`config.mk`:
```
export PLATFORM = sky130hd
export DESIGN_NAME = load_store_unit
export DESIGN_NICKNAME = d
export VERILOG_FILES = /design/src/rtl/load_store_unit.sv
export SDC_FILE = /design/constraint.sdc
export NUM_CORES = 1
export LEC_CHECK = 0
export CORE_ASPECT_RATIO = 1.25
export CORE_MARGIN = 5
export CORE_UTILIZATION = 25
export CTS_CLUSTER_SIZE = 12
export DETAILED_ROUTE_END_ITERATION = 16
export GPL_TIMING_DRIVEN = 1
export SYNTH_ARGS = -nofsm -noshare
export SYNTH_HDL_FRONTEND = slang
export SYNTH_SLANG_ARGS = --single-unit
```
`constraint.sdc`:
```
create_clock -name clk -period 2.44 [get_ports clk]
set_clock_uncertainty 0.15 [all_clocks]
set_input_delay 0.244 -clock clk [delete_from_list [all_inputs] [get_ports clk]]
set_output_delay 0.244 -clock clk [all_outputs]
set_load 0.02 [all_outputs]
```
`src/rtl/load_store_unit.sv`:
```
`default_nettype none
// ============================================================================
//  Module      : load_store_unit
//  Description : Multi-cycle RV32I data-memory access unit. Turns the ALU
//                effective address into a word-aligned bus transaction,
//                formats store lanes/strobes, extends load data and reports
//                misaligned, illegal-funct3 and bus-timeout faults.
//  Revision    : 1.0 - initial release
// ============================================================================
module load_store_unit #(
    parameter int TIMEOUT_CYCLES = 16
) (
    input  logic        clk,
    input  logic        rst_n,
    input  logic        req_valid,
    input  logic        req_is_store,
    input  logic [2:0]  req_funct3,
    input  logic [31:0] req_addr,
    input  logic [31:0] req_wdata,
    output logic        busy,
    output logic        done,
    output logic [31:0] rdata,
    output logic        fault,
    output logic [1:0]  fault_cause,
    output logic        mem_valid,
    input  logic        mem_ready,
    output logic [31:0] mem_addr,
    output logic        mem_we,
    output logic [3:0]  mem_wstrb,
    output logic [31:0] mem_wdata,
    input  logic [31:0] mem_rdata
);

    localparam logic [1:0] c_ST_IDLE = 2'd0;
    localparam logic [1:0] c_ST_REQ  = 2'd1;
    localparam logic [1:0] c_ST_RESP = 2'd2;

    localparam logic [1:0] c_CAUSE_NONE     = 2'd0;
    localparam logic [1:0] c_CAUSE_MISALIGN = 2'd1;
    localparam logic [1:0] c_CAUSE_ILLEGAL  = 2'd2;
    localparam logic [1:0] c_CAUSE_TIMEOUT  = 2'd3;

    // Counter only needs to reach TIMEOUT_CYCLES; keep at least one bit.
    localparam int                 c_CNT_W    = (TIMEOUT_CYCLES > 0) ? $clog2(TIMEOUT_CYCLES + 1) : 1;
    localparam logic [c_CNT_W-1:0] c_CNT_LAST = (TIMEOUT_CYCLES > 0) ? c_CNT_W'(TIMEOUT_CYCLES - 1) : '0;
    localparam logic [c_CNT_W-1:0] c_CNT_MAX  = '1;
    localparam logic               c_TO_EN    = (TIMEOUT_CYCLES > 0);

    logic [1:0]         r_state, w_state_nxt;
    logic [1:0]         r_cause, w_cause_nxt;
    logic [c_CNT_W-1:0] r_wait,  w_wait_nxt;
    logic [31:0]        r_addr;
    logic [2:0]         r_funct3;
    logic [31:0]        r_wdata;
    logic               r_is_store;
    logic [31:0]        r_rdata;

    logic               w_accept;
    logic               w_capture;
    logic [1:0]         w_req_cause;
    logic [7:0]         w_byte;
    logic [15:0]        w_half;
    logic [31:0]        w_load_data;
    logic [31:0]        w_st_wdata;
    logic [3:0]         w_st_wstrb;
    logic               w_in_req;
    logic               w_done;

    // Classify the incoming request: illegal encoding wins over misalignment.
    always_comb begin
        w_req_cause = c_CAUSE_NONE;
        if (req_is_store ? (req_funct3[2] || (req_funct3[1:0] == 2'b11))
                         : ((req_funct3[1:0] == 2'b11) || (req_funct3 == 3'd6))) begin
            w_req_cause = c_CAUSE_ILLEGAL;
        end else if (((req_funct3[1:0] == 2'b01) && req_addr[0]) ||
                     ((req_funct3[1:0] == 2'b10) && (req_addr[1:0] != 2'b00))) begin
            w_req_cause = c_CAUSE_MISALIGN;
        end
    end

    // Next-state logic; a timeout fires on the last allowed unanswered REQ cycle.
    always_comb begin
        w_state_nxt = r_state;
        w_cause_nxt = r_cause;
        w_wait_nxt  = r_wait;
        w_accept    = 1'b0;
        w_capture   = 1'b0;
        case (r_state)
            c_ST_IDLE: begin
                if (req_valid) begin
                    w_accept    = 1'b1;
                    w_cause_nxt = w_req_cause;
                    w_wait_nxt  = '0;
                    w_state_nxt = (w_req_cause != c_CAUSE_NONE) ? c_ST_RESP : c_ST_REQ;
                end
            end
            c_ST_REQ: begin
                if (mem_ready) begin
                    w_capture   = 1'b1;
                    w_cause_nxt = c_CAUSE_NONE;
                    w_state_nxt = c_ST_RESP;
                end else begin
                    if (r_wait != c_CNT_MAX) begin
                        w_wait_nxt = r_wait + 1'b1;
                    end
                    if (c_TO_EN && (r_wait == c_CNT_LAST)) begin
                        w_cause_nxt = c_CAUSE_TIMEOUT;
                        w_state_nxt = c_ST_RESP;
                    end
                end
            end
            c_ST_RESP: begin
                w_state_nxt = c_ST_IDLE;
            end
            default: begin
                w_state_nxt = c_ST_IDLE;
            end
        endcase
    end

    // FSM state, fault cause and wait counter.
    always_ff @(posedge clk or negedge rst_n) begin
        if (!rst_n) begin
            r_state <= c_ST_IDLE;
            r_cause <= c_CAUSE_NONE;
            r_wait  <= '0;
        end else begin
            r_state <= w_state_nxt;
            r_cause <= w_cause_nxt;
            r_wait  <= w_wait_nxt;
        end
    end

    // Latch the request on acceptance and the extended load data on handshake.
    always_ff @(posedge clk or negedge rst_n) begin
        if (!rst_n) begin
            r_addr     <= '0;
            r_funct3   <= '0;
            r_wdata    <= '0;
            r_is_store <= 1'b0;
            r_rdata    <= '0;
        end else if (w_accept) begin
            r_addr     <= req_addr;
            r_funct3   <= req_funct3;
            r_wdata    <= req_wdata;
            r_is_store <= req_is_store;
            r_rdata    <= '0;
        end else if (w_capture) begin
            r_rdata    <= r_is_store ? 32'd0 : w_load_data;
        end
    end

    // Select the addressed lane of the bus word and extend it.
    always_comb begin
        case (r_addr[1:0])
            2'd0:    w_byte = mem_rdata[7:0];
            2'd1:    w_byte = mem_rdata[15:8];
            2'd2:    w_byte = mem_rdata[23:16];
            default: w_byte = mem_rdata[31:24];
        endcase
        w_half = r_addr[1] ? mem_rdata[31:16] : mem_rdata[15:0];
        case (r_funct3)
            3'd0:    w_load_data = {{24{w_byte[7]}}, w_byte};
            3'd1:    w_load_data = {{16{w_half[15]}}, w_half};
            3'd2:    w_load_data = mem_rdata;
            3'd4:    w_load_data = {24'd0, w_byte};
            3'd5:    w_load_data = {16'd0, w_half};
            default: w_load_data = 32'd0;
        endcase
    end

    // Replicate store data across lanes and build the byte strobes.
    always_comb begin
        case (r_funct3[1:0])
            2'b00: begin
                w_st_wdata = {4{r_wdata[7:0]}};
                w_st_wstrb = 4'b0001 << r_addr[1:0];
            end
            2'b01: begin
                w_st_wdata = {2{r_wdata[15:0]}};
                w_st_wstrb = r_addr[1] ? 4'b1100 : 4'b0011;
            end
            default: begin
                w_st_wdata = r_wdata;
                w_st_wstrb = 4'b1111;
            end
        endcase
    end

    assign w_in_req    = (r_state == c_ST_REQ);
    assign w_done      = (r_state == c_ST_RESP);
    assign busy        = (r_state != c_ST_IDLE);
    assign done        = w_done;
    assign fault       = w_done && (r_cause != c_CAUSE_NONE);
    assign fault_cause = w_done ? r_cause : c_CAUSE_NONE;
    assign rdata       = w_done ? r_rdata : 32'd0;
    assign mem_valid   = w_in_req;
    assign mem_addr    = w_in_req ? {r_addr[31:2], 2'b00} : 32'd0;
    assign mem_we      = w_in_req && r_is_store;
    assign mem_wstrb   = (w_in_req && r_is_store) ? w_st_wstrb : 4'd0;
    assign mem_wdata   = (w_in_req && r_is_store) ? w_st_wdata : 32'd0;

endmodule
`default_nettype wire
```
==> results of run 1 <==
## layer usage
layer	vias up	wire [µm]	track usage
li1	2288	-	-
met1	2349	7450	0.168
met2	177	8830	0.225
met3	24	2000	0.0581
met4	0	389	0.0466
met5	-	0	0
## cell families after synthesis
family / synth area share
other cells: 0.000639
buf+inv: 0.0422
compound gates: 0.108
flops: 0.464
fa+ha+maj: 0.00639
xor+xnor: 0.00149
simple gates: 0.157
mux: 0.219
## where the power goes
part	leakage, nW	internal, mW	switching (mW)
registers	1.36	2.25	0.341
logic	2.89	1.33	1.27
clock network	0.165	0.927	0.740
## Yosys cell counts (all sizes together)
library cell / n / area, µm²
nand3: 1 / 5.00
o21a: 2 / 15.0
mux2i: 23 / 230
nor3b: 5 / 47.5
or3b: 1 / 8.76
nand2b: 5 / 38.8
a211oi: 1 / 20.0
mux2: 78 / 878
a221o: 16 / 160
nand3b: 1 / 7.51
clkinv: 1 / 8.76
nor2: 37 / 141
o21ai: 23 / 115
nand4: 1 / 6.26
ha: 3 / 37.5
a21oi: 26 / 138
inv: 4 / 15.0
o21bai: 1 / 7.51
and3: 9 / 56.3
mux4: 8 / 180
nand2: 37 / 139
buf: 29 / 179
and2: 64 / 400
or2: 3 / 18.8
a221oi: 15 / 131
nor4b: 1 / 8.76
a21o: 2 / 15.0
xor2: 1 / 8.76
a22o: 1 / 8.76
nand4b: 1 / 23.8
conb: 1 / 3.75
a22oi: 1 / 7.51
nor2b: 2 / 12.5
and4b: 1 / 10.0
o22a: 1 / 8.76
o31ai: 1 / 7.51
dfrtp: 109 / 2730
clkbuf: 12 / 45.0
## layout make-up
| cell class | instances | area share |
|---|---|---|
| Sequential cell | 109 | 0.313 |
| Clock buffer | 9 | 0.0258 |
| Clock inverter | 7 | 0.0125 |
| Multi-Input combinational cell | 374 | 0.335 |
| Timing Repair Buffer | 236 | 0.270 |
| Tap cell | 288 | 0.0413 |
| Inverter | 5 | 0.00273 |
## critical path, cell delays in order (launching register included)
cell,delay (ns)
dfrtp_1,0.39
nand2b_4,0.17
clkinv_4,0.12
buf_12,0.18
and2_1,0.14
clkdlybuf4s50_1,0.60
## path summary, 6_finish.rpt
| path | cells past startpoint | to | slack (ns) | start |
|---|---|---|---|---|
| setup reg to reg | 6 | r_wait[4]$_DFFE_PN0P_ | 0.18 | r_wait[0]$_DFFE_PN0P_ |
| setup / recovery | 5 | mem_addr[29] | 0.07 | r_state[1]$_DFFE_PN0P_ |
| hold / removal | 2 | r_rdata[3]$_DFFE_PN0P_ | 0.33 | r_rdata[3]$_DFFE_PN0P_ |
| max in group asynchronous | 3 | r_rdata[30]$_DFFE_PN0P_ | 1.07 | rst_n |
| min in group asynchronous | 2 | r_wdata[26]$_DFFE_PN0P_ | 0.35 | rst_n |
| hold reg to reg | 2 | r_rdata[3]$_DFFE_PN0P_ | 0.33 | r_rdata[3]$_DFFE_PN0P_ |
## flip-flops by register name, summed over array words and instances (netlist names)
signal      count
r_addr         32
r_cause         2
r_funct3        3
r_is_store      1
r_rdata        32
r_state         2
r_wait          5
r_wdata        32
## metrics by stage
stage,instance area (µm²),setup slack (ns),std cells,total power [mW]
global route,8720,0.00119,1028,7.30
global placement,8360,0.121,1011,5.28
CTS,8640,0.00283,1028,6.98
detailed placement,8360,0.0457,1011,5.31
finish,8720,0.0732,1028,6.85
floorplan,5880,0.312,529,4.22
## what timing repair did
action,4_1_cts,5_1_grt
hold buffers,1,0
resized for setup,63,41
setup endpoints to repair,69,38
hold endpoints to repair,51,0
buffers inserted,0,0
pin swaps,0,0
==> reports/metrics.cfg, run 1 <==
[routing]
drc = 0
drt_wl_total_um = 18700
routed_via_density = 4.71
routedWlPerCell_um = 18.2
firstDrtPassIters = 4
vias = 4838
initialDrtViolationCount = 224
ant_nets = 0

[sta]
rsz0062_at_grt = false
fmaxAchievable_ghz = 0.423
slew_viol_final = 0
setup_tns_ns = 0
fin_crit_sh = 0.970
relSlewSlack = 0.244
finalHoldViolCount = 0
tightest_slew_ns = 1.13
min_period_ns = 2.37
setup_viol = 0
hold_ws_ns = 0.330

[logic_synthesis]
ys_seq_area_frac = 0.464
synthDistinctLibCells = 48
synth_seq_cells = 109
syn_inst = 528
yosysWarnings = 0
synth.cell_area_um2 = 5870
avgSynthCellArea_um2 = 11.1

[critical_path]
end_kind = primary output
arrival_ns = 1.97
path_class = reg -> out
crit_fanout = 34
cp.required_ns = 2.05
critPathLaunchType = flip-flop

[min_path]
hold_path.class = reg -> reg

[finish]
seqCellArea_um2 = 2730
final_util = 0.378
final_cell_mix = 115 x clkdlybuf4s50_1, 109 x dfrtp_1, 77 x mux2_2
antenna-diode-count = 0
mostFrequentLayoutCell = clkdlybuf4s50_1
syn_to_final_growth_pct = 48.4
nets = 842
multi_input_area_um2 = 2920
num-fill-cells = 2291
drive_above_1_share = 0.196

[grt]
grt_use_total = 0.139
grt_remaining_overflow = 0
grt_pass1_wl_um = 29200
antenna_found_initial = 0
grt_max_degree = 74
grt_pass1_vias = 5048

[run_status]
status = finished, final reports clean

[power_and_ir_drop]
vdd_drop_max_mv = 0.367
p_leak_nw = 4.41
p_per_area_nw_per_um2 = 785

[floorplanning]
die_y_um = 181
top_level_ports = 211
core_area_um2 = 23000
initial_utilization = 0.255
rows = 62
fp.dieW_um = 147
fp.dieArea_um2 = 26700

[clock_network]
cts_tree = built
clkTransAtPathRegs_ns = 0.08
cts.path.max_buffers = 2
cts_max_level = 3
cts_inserted_buffers = 9
cts_sinks = 109
cts_root_buf = clkbuf_16
clock_latency_ns = 0.36

[place]
port_buffers = 208
routabilityCongestion = 0.791
dp_hpwl_um = 14000

[job]
maxCapViolCount = 0

Power figures use the tool's default switching activity.
==> run 2: changes to the inputs <==
--- a/config.mk
+++ b/config.mk
@@ -8,9 +8,9 @@
 export CORE_ASPECT_RATIO = 1.25
 export CORE_MARGIN = 5
 export CORE_UTILIZATION = 25
-export CTS_CLUSTER_SIZE = 12
 export DETAILED_ROUTE_END_ITERATION = 16
 export GPL_TIMING_DRIVEN = 1
+export SLEW_MARGIN = 40
 export SYNTH_ARGS = -nofsm -noshare
 export SYNTH_HDL_FRONTEND = slang
 export SYNTH_SLANG_ARGS = --single-unit
==> run 2 against run 1 <==
Cell area is 0.22% lower. Routed wire length hardly changed. Critical path depth is 1 higher. Count of clock-buffer cells in the layout is 1 higher. Combinational power hardly changed. Global-route usage hardly changed. Register-to-register slack hardly changed. Highest routed layer unchanged. Hold slack worse by 0.059 ns. Via count is 0.23% higher. Die area stayed put.
==> reports/metrics.cfg, run 2 (same netlist as run 1, synthesis figures left out) <==
[sta]
hold_ws_ns = 0.271  ; -0.0586 ns
relSlewSlack = 0.482  ; +0.238
slew_viol_final = 0  ; unchanged
rsz0062_at_grt = true
tightest_slew_ns = 0.775  ; -0.359 ns
fin_ws_ns = 0.110  ; +0.0371 ns
setup_viol = 0  ; unchanged
fin_crit_sh = 0.955  ; -0.0152
finalHoldViolCount = 0  ; unchanged
min_period_ns = 2.33  ; -0.0371 ns
fmaxAchievable_ghz = 0.429  ; +1.6%

[clock_network]
cts_inserted_buffers = 9  ; unchanged
cts_max_level = 3  ; unchanged
cts.path.max_buffers = 2  ; unchanged
clkTransAtPathRegs_ns = 0.08  ; about the same
cts_sinks = 109  ; unchanged
cts_root_buf = clkbuf_16
post_cts_buffers = 0  ; unchanged
cts_tree = built
clock_latency_ns = 0.35  ; about the same

[floorplanning]
core_area_um2 = 23000  ; unchanged
fp.dieArea_um2 = 26700  ; unchanged
die_y_um = 181  ; unchanged
top_level_ports = 211  ; unchanged
rows = 62  ; unchanged
initial_utilization = 0.255  ; unchanged
fp.dieW_um = 147  ; unchanged

[finish]
nets = 842  ; unchanged
num-fill-cells = 2254  ; -1.6%
mostFrequentLayoutCell = clkdlybuf4s50_1
multi_input_area_um2 = 2930  ; +0.26%
seqCellArea_um2 = 2730  ; unchanged
syn_to_final_growth_pct = 48.1
antenna-diode-count = 0  ; unchanged
top_regs = r_addr: 32 flops, r_rdata: 32 flops, r_wdata: 32 flops
final_util = 0.378  ; -0.000814
instances_no_fill = 1028  ; unchanged
drive_above_1_share = 0.200  ; +0.00405
final_cell_mix = 112 x clkdlybuf4s50_1, 109 x dfrtp_1, 77 x mux2_2

[critical_path]
critPathLaunchType = flip-flop
end_kind = primary output
worst-path-buf-inv = 3  ; unchanged
slowest_stage = dfrtp_1
critPathTopFamily = buffers and inverters
path_cells = nand2b_4, clkinv_4, nand2_1, buf_4, a21oi_1, clkdlybuf4s15_1
cp.required_ns = 2.05  ; about the same
critPathMaxStageDelay_ns = 0.39  ; -0.21 ns
arrival_ns = 1.94  ; -0.03 ns
crit_fanout = 20  ; -41%
path_class = reg -> out

[power_and_ir_drop]
vdd_drop_max_mv = 0.340  ; -7.4%
p_total_mw = 6.65  ; -2.8%
p_leak_nw = 4.43  ; +0.38%
p_per_area_nw_per_um2 = 765  ; -2.6%

[grt]
grt_remaining_overflow = 0  ; unchanged
grt_use_total = 0.140  ; +0.000196
grt_pass1_vias = 5033  ; -0.30%
grt_max_degree = 74  ; unchanged
antenna_found_initial = 0  ; unchanged
grt_pass1_wl_um = 29200  ; about the same

[min_path]
hold_path.class = in -> async

[routing]
firstDrtPassIters = 4  ; unchanged
routedWlPerCell_um = 18.2  ; about the same
routed_via_density = 4.72  ; +0.23%
drt_wl_total_um = 18700  ; about the same
ant_nets = 0  ; unchanged
initialDrtViolationCount = 189  ; -16%
vias = 4849  ; +0.23%
drc = 0  ; unchanged

[place]
dp_hpwl_um = 14000  ; +0.17%
dp_slack_ns = 0.103  ; +0.0576 ns
post-place-cells = 1011  ; unchanged
port_buffers = 208  ; unchanged
routabilityCongestion = 0.791  ; unchanged

[job]
maxCapViolCount = 0  ; unchanged

[run_status]
status = finished, final reports clean

==> run 2: changes by cell type in the layout (fill, tap and decap cells not counted), moves of 2 or more <==
| cell | delta |
|---|---|
| clkdlybuf4s50_1 | -3 |
| bufinv_16 | -2 |
| clkdlybuf4s15_1 | +6 |
| dlymetal6s2s_1 | +4 |
| dlygate4sd2_1 | -10 |
| inv_6 | -2 |
| clkbuf_2 | +3 |
==> run 2: what timing repair did <==
action / 4_1_cts / 5_1_grt
setup endpoints to repair: 69 / 53
hold buffers: 1 / 0
resized for setup: 62 / 57
hold endpoints to repair: 51 / 0
==> run 2: worst paths after layout <==
check / startpoint / to / slack [ns] / cells after the start
max: r_state[1]$_DFFE_PN0P_ / mem_wdata[14] / 0.11 / 6
min: rst_n / r_wdata[26]$_DFFE_PN0P_ / 0.27 / 2
max reg2reg: r_wait[0]$_DFFE_PN0P_ / r_wait[4]$_DFFE_PN0P_ / 0.19 / 6
min reg2reg: r_rdata[5]$_DFFE_PN0P_ / r_rdata[5]$_DFFE_PN0P_ / 0.33 / 2
max in group asynchronous: rst_n / r_rdata[30]$_DFFE_PN0P_ / 1.23 / 3
min in group clk: r_rdata[5]$_DFFE_PN0P_ / r_rdata[5]$_DFFE_PN0P_ / 0.33 / 2
==> run 2: per-stage QoR <==
step / setup TNS [ns] / cell area, µm²
global route: -0.00832 / 8700
CTS: 0 / 8620
floorplan: 0 / 5880
finish: 0 / 8700
global placement: 0 / 8360
detailed placement: 0 / 8370
==> run 2: metal layers <==
layer	up-vias	routed length (µm)	share of wire	track usage
li1	2293	-	-	-
met4	0	379	0.020	0.0410
met3	21	1920	0.10	0.0594
met5	-	0	0	0
met2	188	8790	0.47	0.225
met1	2347	7600	0.41	0.171
==> run 2: area by class of cell <==
cell class | count | area share
Clock buffer | 10 | 0.0275
Clock inverter | 6 | 0.00662
Inverter | 5 | 0.00273
Multi-Input combinational cell | 374 | 0.336
Sequential cell | 109 | 0.314
Tap cell | 288 | 0.0414
Timing Repair Buffer | 236 | 0.272
==> run 2: where the power goes <==
part           internal [mW]  total (mW)  leakage, nW  switching, mW
logic                   1.33        2.59         2.93           1.27
clock network          0.742        1.47        0.144          0.730
registers               2.25        2.59         1.36          0.340
total                   4.32        6.65         4.43           2.34
==> run 2: worst reg2reg max path: stages (launching register included) <==
cell	delay [ns]
dfrtp_1	0.41
ha_1	0.23
and3_1	0.20
ha_1	0.19
or3b_1	0.36
a21oi_2	0.25
mux2_2	0.36
==> run 3: changes to the inputs <==
--- a/config.mk
+++ b/config.mk
@@ -5,11 +5,14 @@
 export SDC_FILE = /design/constraint.sdc
 export NUM_CORES = 1
 export LEC_CHECK = 0
+export CELL_PAD_IN_SITES_DETAIL_PLACEMENT = 1
+export CELL_PAD_IN_SITES_GLOBAL_PLACEMENT = 1
 export CORE_ASPECT_RATIO = 1.25
 export CORE_MARGIN = 5
 export CORE_UTILIZATION = 25
 export DETAILED_ROUTE_END_ITERATION = 16
 export GPL_TIMING_DRIVEN = 1
+export PLACE_DENSITY_LB_ADDON = 0.1
 export SLEW_MARGIN = 40
 export SYNTH_ARGS = -nofsm -noshare
 export SYNTH_HDL_FRONTEND = slang
==> run 3 against run 2 <==
Sequential power hardly changed. Routed wire length increased by 11%. Sequential cell count is the same. Highest routed layer unchanged.
==> reports/metrics.cfg, run 3 (same netlist as run 1, synthesis figures left out) <==
[run_status]
status = finished, final reports clean

[grt]
grt_remaining_overflow = 0  ; unchanged
grt_use_total = 0.156  ; +0.0163
grt_pass1_vias = 5632  ; +12%
grt_max_degree = 74  ; unchanged
antenna_found_initial = 0  ; unchanged
grt_pass1_wl_um = 32800  ; +12%

[place]
port_buffers = 208  ; unchanged
routabilityCongestion = 0.767  ; -3.0%
dp_hpwl_um = 15800  ; +13%
postPlaceCellArea_um2 = 8350  ; -0.21%

[clock_network]
cts_root_buf = clkbuf_16
cts.path.max_buffers = 2  ; unchanged
cts_max_level = 3  ; unchanged
cts_tree = built
clkTransAtPathRegs_ns = 0.08  ; about the same
clock_latency_ns = 0.35  ; about the same
cts_inserted_buffers = 9  ; unchanged
post_cts_buffers = 0  ; unchanged
cts_sinks = 109  ; unchanged

[critical_path]
cp.depth = 4  ; -2
slowest_stage = clkdlybuf4s50_1
timing.rr.end = r_wait[2]$_DFFE_PN0P_
rrSetupSlack_ns = 0.15  ; -0.04 ns
critPathMaxStageDelay_ns = 0.61  ; +0.22 ns
r2r_start = r_wait[0]$_DFFE_PN0P_
critPathTopFamily = buffers and inverters
worst-path-buf-inv = 2  ; -1
reg2reg_depth = 7  ; +1
end_kind = primary output
path_class = reg -> out
crit_fanout = 6  ; -70%
critPathLaunchType = flip-flop
arrival_ns = 1.92  ; -0.02 ns
cp.required_ns = 2.05  ; about the same
path_cells = buf_4, nor2b_2, and2_1, clkdlybuf4s50_1

[finish]
nets = 840  ; -0.24%
final_cell_mix = 122 x clkdlybuf4s50_1, 108 x dfrtp_1, 80 x dlygate4sd2_1
drive_above_1_share = 0.196  ; -0.00352
mostFrequentLayoutCell = clkdlybuf4s50_1
finalInstanceArea_um2 = 8620  ; -0.91%
antenna-diode-count = 0  ; unchanged
top_regs = r_addr: 32 flops, r_rdata: 32 flops, r_wdata: 32 flops
syn_to_final_growth_pct = 46.8

[sta]
min_period_ns = 2.32  ; -0.0114 ns
setup_viol = 0  ; unchanged
fin_crit_sh = 0.950  ; -0.00468
setup_tns_ns = 0  ; unchanged
finalHoldViolCount = 0  ; unchanged
rsz0062_at_grt = false
slew_viol_final = 0  ; unchanged
tightest_slew_ns = 0.765  ; -0.00998 ns
fmaxAchievable_ghz = 0.431  ; +0.49%
relSlewSlack = 0.488  ; +0.00668

[floorplanning]
fp.dieW_um = 147  ; unchanged
top_level_ports = 211  ; unchanged
die_y_um = 181  ; unchanged
core_area_um2 = 23000  ; unchanged
rows = 62  ; unchanged
initial_utilization = 0.255  ; unchanged
fp.dieArea_um2 = 26700  ; unchanged

[routing]
drc = 0  ; unchanged
ant_nets = 0  ; unchanged
m1WireLength_um = 8220  ; +8.2%
drt_wl_total_um = 20800  ; +11%
routed_via_density = 4.84  ; +2.5%
maxUsedRoutingLayer = met4
routedWlPerCell_um = 20.3  ; +11%
wl_met2_um = 10700  ; +21%
initialDrtViolationCount = 135  ; -29%
vias = 4961  ; +2.3%
dr_wl_met3_um = 1710  ; -11%
firstDrtPassIters = 4  ; unchanged

[power_and_ir_drop]
p_per_area_nw_per_um2 = 800  ; +4.7%
vdd_drop_max_mv = 0.419  ; +24%
p_leak_nw = 3.98  ; -10%

[job]
maxCapViolCount = 0  ; unchanged

[min_path]
hold_path.class = in -> async

run 3: power by group:
group	internal, mW	switching, mW	total [mW]
Clock	0.939	0.720	1.66
Sequential	2.25	0.335	2.58
Combinational	1.33	1.33	2.66
run 3: layer usage:
layer / vias up / track usage
li1: 2286 / -
met1: 2499 / 0.181
met2: 162 / 0.276
met3: 14 / 0.0531
met4: 0 / 0.0377
met5: - / 0
run 3: metrics by stage:
stage	hold slack [ns]	setup WS, ns	total power, mW	instances	util
final	0.109	0.122	6.90	1026	0.374
after detailed placement	-0.0572	0.108	5.41	1009	0.363
after global placement	-0.0606	0.174	5.32	1009	0.363
after floorplan	-0.202	0.312	4.22	529	-
after CTS	0.102	0.0298	7.06	1026	0.374
after global routing	0.101	0.00290	7.38	1026	0.374
run 3: what timing repair did:
item	in CTS	in global routing
resized for setup	85	2
hold buffers	1	0
hold endpoints to repair	109	0
setup endpoints to repair	80	2
run 3: how the worst max path moves through the flow:
stage / from / to / slack [ns]
2_1_floorplan: r_wait[0]$_DFFE_PN0P_ / r_wait[4]$_DFFE_PN0P_ / 0.31
3_3_place_gp: mem_rdata[31] / r_rdata[15]$_DFFE_PN0P_ / 0.17
3_5_place_dp: mem_ready / r_rdata[22]$_DFFE_PN0P_ / 0.11
4_1_cts: r_state[0]$_DFFE_PN0P_ / done / 0.03
5_1_grt: r_state[1]$_DFFE_PN0P_ / mem_wdata[11] / 0.003
6_report: r_state[0]$_DFFE_PN0P_ / fault_cause[0] / 0.12
run 3: area by class of cell:
cell class	count	area, µm²
multi-input combinational	374	2920
fill	2538	14400
timing repair buffer	234	2260
inverter	5	23.8
clock buffer	10	239
sequential	109	2730
tap	288	360
clock inverter	6	91.3
